`config.mk`:
```
export PLATFORM = sky130hd
export DESIGN_NAME = instr_fetch_unit
export DESIGN_NICKNAME = d
export VERILOG_FILES = /design/src/rtl/instr_fetch_unit.sv
export SDC_FILE = /design/constraint.sdc
export NUM_CORES = 1
export LEC_CHECK = 0
export ABC_AREA = 1
export CELL_PAD_IN_SITES_DETAIL_PLACEMENT = 2
export CELL_PAD_IN_SITES_GLOBAL_PLACEMENT = 2
export CORE_UTILIZATION = 22
export CTS_BUF_LIST = sky130_fd_sc_hd__clkbuf_16
export CTS_CLUSTER_SIZE = 16
export DETAILED_ROUTE_END_ITERATION = 16
export PLACE_DENSITY = 0.82
export SETUP_SLACK_MARGIN = 0.3
export SYNTH_ARGS = -nofsm -noshare
export SYNTH_HDL_FRONTEND = slang
export SYNTH_SLANG_ARGS = --single-unit
export TNS_END_PERCENT = 5
```
`constraint.sdc`:
```
create_clock -name clk_i -period 2.04 [get_ports clk_i]
set_clock_uncertainty 0.15 [all_clocks]
set_input_delay 0.408 -clock clk_i [delete_from_list [all_inputs] [get_ports clk_i]]
set_output_delay 0.408 -clock clk_i [all_outputs]
set_load 0.03 [all_outputs]
```
`src/rtl/instr_fetch_unit.sv`:
```
// Purpose: owns the PC and fetches one instruction at a time over req/gnt/rvalid, handing it to decode.
// Latency: REQ, WAIT and VALID take one cycle each at best, so 3 cycles per instruction; gnt/rvalid stalls add 1 cycle each.
// Backpressure: decode holds instr_ready_i low and the instruction and PC are held in VALID; a misaligned redirect halts fetch until reset.
module instr_fetch_unit #(
  parameter int                   DataWidth   = 32,
  parameter logic [DataWidth-1:0] ResetVector = '0
) (
  input  logic                 clk_i,
  input  logic                 rst_ni,
  input  logic                 pc_src_sel_i,
  input  logic [DataWidth-1:0] pc_target_i,
  output logic                 imem_req_o,
  output logic [DataWidth-1:0] imem_addr_o,
  input  logic                 imem_gnt_i,
  input  logic                 imem_rvalid_i,
  input  logic [DataWidth-1:0] imem_rdata_i,
  output logic                 instr_valid_o,
  input  logic                 instr_ready_i,
  output logic [DataWidth-1:0] instr_o,
  output logic [DataWidth-1:0] pc_o,
  output logic [DataWidth-1:0] pc_plus4_o,
  output logic                 fetch_fault_o
);

  typedef enum logic [2:0] {IDLE, REQ, WAIT, VALID, FAULT} state_t;

  state_t               state;
  logic [DataWidth-1:0] pc_q;
  logic [DataWidth-1:0] instr_q;
  logic [DataWidth-1:0] pc_plus4;
  logic [DataWidth-1:0] next_pc;
  logic                 req_q;
  logic                 valid_q;
  logic                 fault_q;

  // Sequential successor and redirect choice; only consumed on the decode handshake.
  always_comb begin
    pc_plus4 = pc_q + DataWidth'(4);
    next_pc  = pc_src_sel_i ? pc_target_i : pc_plus4;
  end

  // Fetch FSM; req/valid/fault flags are registered alongside the state so no input reaches an output combinationally.
  always_ff @(posedge clk_i or negedge rst_ni) begin
    if (!rst_ni) begin
      state   <= IDLE;
      pc_q    <= ResetVector;
      instr_q <= '0;
      req_q   <= 1'b0;
      valid_q <= 1'b0;
      fault_q <= 1'b0;
    end else begin
      case (state)
        IDLE: begin
          state <= REQ;
          req_q <= 1'b1;
        end
        REQ: begin
          // Address is pc_q, which cannot change until this fetch completes.
          if (imem_gnt_i) begin
            state <= WAIT;
            req_q <= 1'b0;
          end
        end
        WAIT: begin
          if (imem_rvalid_i) begin
            instr_q <= imem_rdata_i;
            state   <= VALID;
            valid_q <= 1'b1;
          end
        end
        VALID: begin
          if (instr_ready_i) begin
            valid_q <= 1'b0;
            if (next_pc[1:0] != 2'b00) begin
              // Misaligned target: keep the old PC and stop fetching for good.
              state   <= FAULT;
              fault_q <= 1'b1;
            end else begin
              pc_q  <= next_pc;
              state <= REQ;
              req_q <= 1'b1;
            end
          end
        end
        FAULT: begin
          state <= FAULT;
        end
        default: begin
          state   <= IDLE;
          req_q   <= 1'b0;
          valid_q <= 1'b0;
        end
      endcase
    end
  end

  assign imem_req_o    = req_q;
  assign imem_addr_o   = pc_q;
  assign instr_valid_o = valid_q;
  assign instr_o       = instr_q;
  assign pc_o          = pc_q;
  assign pc_plus4_o    = pc_plus4;
  assign fetch_fault_o = fault_q;

endmodule

```
==> flow_summary.yaml <==
outcome:
  status: "complete, but fails checks"
  violations: "negative setup slack"
power:
  power.internal_mw: 6.044
  power.density_nw_per_um2: 1681
  power.switching_mw: 6.077
  seqPwrFrac_pct: 21.6
  peakVddDrop_uv: 619.2
  p_leak_nw: 3.475
  finalPower_mw: 12.12
  combinationalPowerShare_pct: 63.6
  power_frac_clock_pct: 14.9
  switching_share_pct: 50.13
synthesis:
  synth_cells: 541
  netlist_top_cells_area: "dfrtp_1 (40%), nand2_1 (13%), mux2_2 (8.3%)"
  ys_warn_count: 0
  syn-cell-area_um2: 4339
  synth_flop_cell: "dfrtp_1"
  post-synth-top-count-cell: "nand2_1"
  async_reset_ff_share_pct: 100.0
  synth.largest_area_cell: "dfrtp_1"
  synth-seq-cells: 70
  synth_nets: 612
  ys_seq_area_share_pct: 40.37
  synth_edf_count: 0
  synth_common_cells: "nand2_1 (146), nor2_1 (75), dfrtp_1 (70)"
  synth_top_area_share_pct: 40.37
  postSynthAreaPerCell_um2: 8.021
  synth_cell_type_count: 32
timing:
  hold_violations: 0
  period_needed_ps: 2435
  fmax_mhz: 410.6
  finalSetupViolCount: 27
  hold_ws_ps: 345.3
  worst_slack_ps: -395.2
  tightest_slew_ps: 421.1
  period_share_pct: 119.4
  maxSlewViolCount: 0
  max_slew_margin_pct: 71.93
  grt_setup_unrepaired: "true"
grt:
  grt_pass1_wl_mm: 26.72
  grt_max_degree: 41
  track_usage_pct: 17.31
  grt-ovfl-total: 0
  antenna_found_initial: 2
  grt_pass1_vias: 4941
cells_and_area:
  postLayoutCellArea_um2: 7209
  final_layout_size_suffix_gt1_share_pct: 39.45
  finalNonFillerCells: 1034
  layout.nets: 834
  syn_to_final_growth_pct: 66.15
cts:
  cts_tree: "yes"
  cts.clk_slew.worst_paths_ps: 60
  clock_latency_ps: 340
  cts_buffer_depth: 2
  cts.sinks: 70
  h-tree-depth: 3
  numCtsBuffers: 9
  cts_root_buffer: "clkbuf_16"
die:
  die_x_um: 142.4
  dieArea_um2: 20290
  die_y_um: 142.4
  start_util_pct: 22.37
  ioPinCount: 201
  fp-row-count: 51
  fp.coreArea_um2: 19400
placed_design:
  dp_hpwl_mm: 13.01
  place_area_um2: 6852
  finalWeightedCongestion: 0.7533
  place_ws_ps: -83.99
  port_buffers: 200
  dp.cells: 1006
drt:
  ant_nets: 0
  first_iter_violations: 107
  dr.pass1.iters: 4
  routed_wirelength_mm: 17.26
  wl_per_cell_um: 16.69
  via_count: 4475
  route.detailed.drc: 0
  via_per_inst: 4.328
setup_path:
  rr_worst_depth: 10
  worst_setup_path_end_kind: "output port"
  path_max_fanout: 7
  worst-endpoint-required_ps: 1480
  crit_family: "simple AND/OR/NAND/NOR gates"
  arrival_ps: 1880
  cp_slowest_cell: "dfrtp_2"
  r2r-end: "imem_addr_o[11]$_DFFE_PN0P_"
  rr_startpoint: "imem_addr_o[2]$_DFFE_PN0P_"
  path_common_cell: "nand2_2"
  crit_chain: "ha_2 -> nand2_2 -> nor2_8 -> nand2_8 -> nor2_4 -> nand3b_1 -> nand2_2 -> buf_6"
  rrSetupSlack_ps: 240
  critPathMaxStageDelay_ps: 380
  crit_buf_inv: 1
  startpoint_type: "register"
  critPathKind: "register to output port"
hold_path:
  worstHoldEndpoint: "imem_req_o$_DFFE_PN0P_"
  worstHoldStart: "imem_req_o$_DFFE_PN0P_"
  holdPathStages: 2
  min_path_type: "register to register"
job:
  cap_violations: 0
## worst register-to-register path, cell delays in order, from the launching register on
cell	delay, ps
dfrtp_2	380
buf_4	120
clkinvlp_4	110
nor2_8	190
nand2_8	110
nor2_4	190
buf_4	140
nand2_2	40
nand2_2	90
nand2_1	80
a21oi_2	140
## layout make-up
type | instances | area (um2)
timing repair buffer | 259 | 2266
multi-input combinational | 379 | 2347
clock inverter | 7 | 102.6
clock buffer | 9 | 225.2
sequential | 70 | 1760
inverter | 44 | 173.9
tap | 265 | 331.6
fill | 2205 | 12190
antenna | 1 | 2.502
## logic make-up (layout without fill, tap and decap cells)
family / after synthesis / after routing / synth area share (%)
other cells: 0 / 1 / 0
mux: 34 / 34 / 8.766
compound gates: 46 / 46 / 5.681
buf+inv: 92 / 319 / 11.62
flops: 70 / 70 / 40.37
xor+xnor: 7 / 7 / 1.413
fa+ha+maj: 1 / 1 / 0.2883
simple gates: 291 / 291 / 31.86
## metrics by stage
step / util, % / setup TNS (ps)
after floorplan: - / -209.0
after global placement: 35.32 / 0
after detailed placement: 35.32 / -1259
after CTS: 36.80 / -7891
after global routing: 37.15 / -10220
final: 37.16 / -7496
## worst max path at each step
| stage | startpoint | endpoint | slack [ps] | depth (start not counted) |
|---|---|---|---|---|
| floorplan | imem_addr_o[2]$_DFFE_PN0P_ | pc_plus4_o[27] | -30 | 6 |
| global placement | pc_src_sel_i | imem_addr_o[17]$_DFFE_PN0P_ | 10 | 8 |
| detailed placement | pc_src_sel_i | imem_addr_o[23]$_DFFE_PN0P_ | -80 | 10 |
| CTS | imem_addr_o[2]$_DFFE_PN0P_ | pc_plus4_o[22] | -360 | 9 |
| global route | imem_addr_o[2]$_DFFE_PN0P_ | pc_plus4_o[19] | -480 | 9 |
| finish | imem_addr_o[2]$_DFFE_PN0P_ | pc_plus4_o[20] | -400 | 8 |
## repair_timing
action                                  CTS  global route
endpoints found under the setup margin  158           102
endpoints found under the hold margin    24             0
gates resized for setup                 256           117
hold buffers                              1             0
buffers inserted                          3             7
pin swaps                                11            17
## metal layers
metal	part of all wire, %	vias to the layer above	global-route usage, %
met5	0.070	-	0
met1	40	2193	19.65
met2	51	143	31.27
met4	1.5	2	4.358
li1	-	2116	-
met3	6.8	21	5.350
## state kept, by name, summed over array words and instances, names as in the netlist
register / count
imem_req_o: 1
instr_valid_o: 1
state: 3
imem_addr_o: 32
fetch_fault_o: 1
instr_o: 32
## cell usage in the layout, fill, tap and decap left out, types with 5 or more instances in the layout
| cell type | netlist | routed |
|---|---|---|
| nor2_2 | 4 | 5 |
| inv_1 | 40 | 38 |
| clkdlybuf4s50_1 | 0 | 66 |
| nor2_4 | 7 | 12 |
| nand2_1 | 146 | 111 |
| nand3_1 | 29 | 26 |
| clkbuf_2 | 0 | 31 |
| buf_6 | 2 | 22 |
| mux2_2 | 32 | 32 |
| buf_12 | 0 | 11 |
| dfrtp_1 | 70 | 63 |
| a21oi_1 | 27 | 24 |
| nor2_1 | 75 | 69 |
| dfrtp_2 | 0 | 7 |
| a21oi_2 | 2 | 5 |
| o21ai_0 | 13 | 9 |
| clkbuf_16 | 0 | 9 |
| buf_4 | 36 | 60 |
| nand2_2 | 14 | 48 |
| dlygate4sd2_1 | 0 | 37 |
| buf_2 | 6 | 24 |
| nor2_8 | 5 | 5 |
## power by group through the flow
stage | sequential (mW) | clock (mW) | combinational [mW]
2_1_floorplan | 3.95 | 0 | 3.36
3_3_place_gp | 2.60 | 0 | 7.96
3_5_place_dp | 2.65 | 0 | 8.12
4_1_cts | 2.62 | 1.86 | 7.66
5_1_grt | 2.72 | 1.91 | 8.19
6_report | 2.61 | 1.80 | 7.70
(Power assumes the default switching activity.)
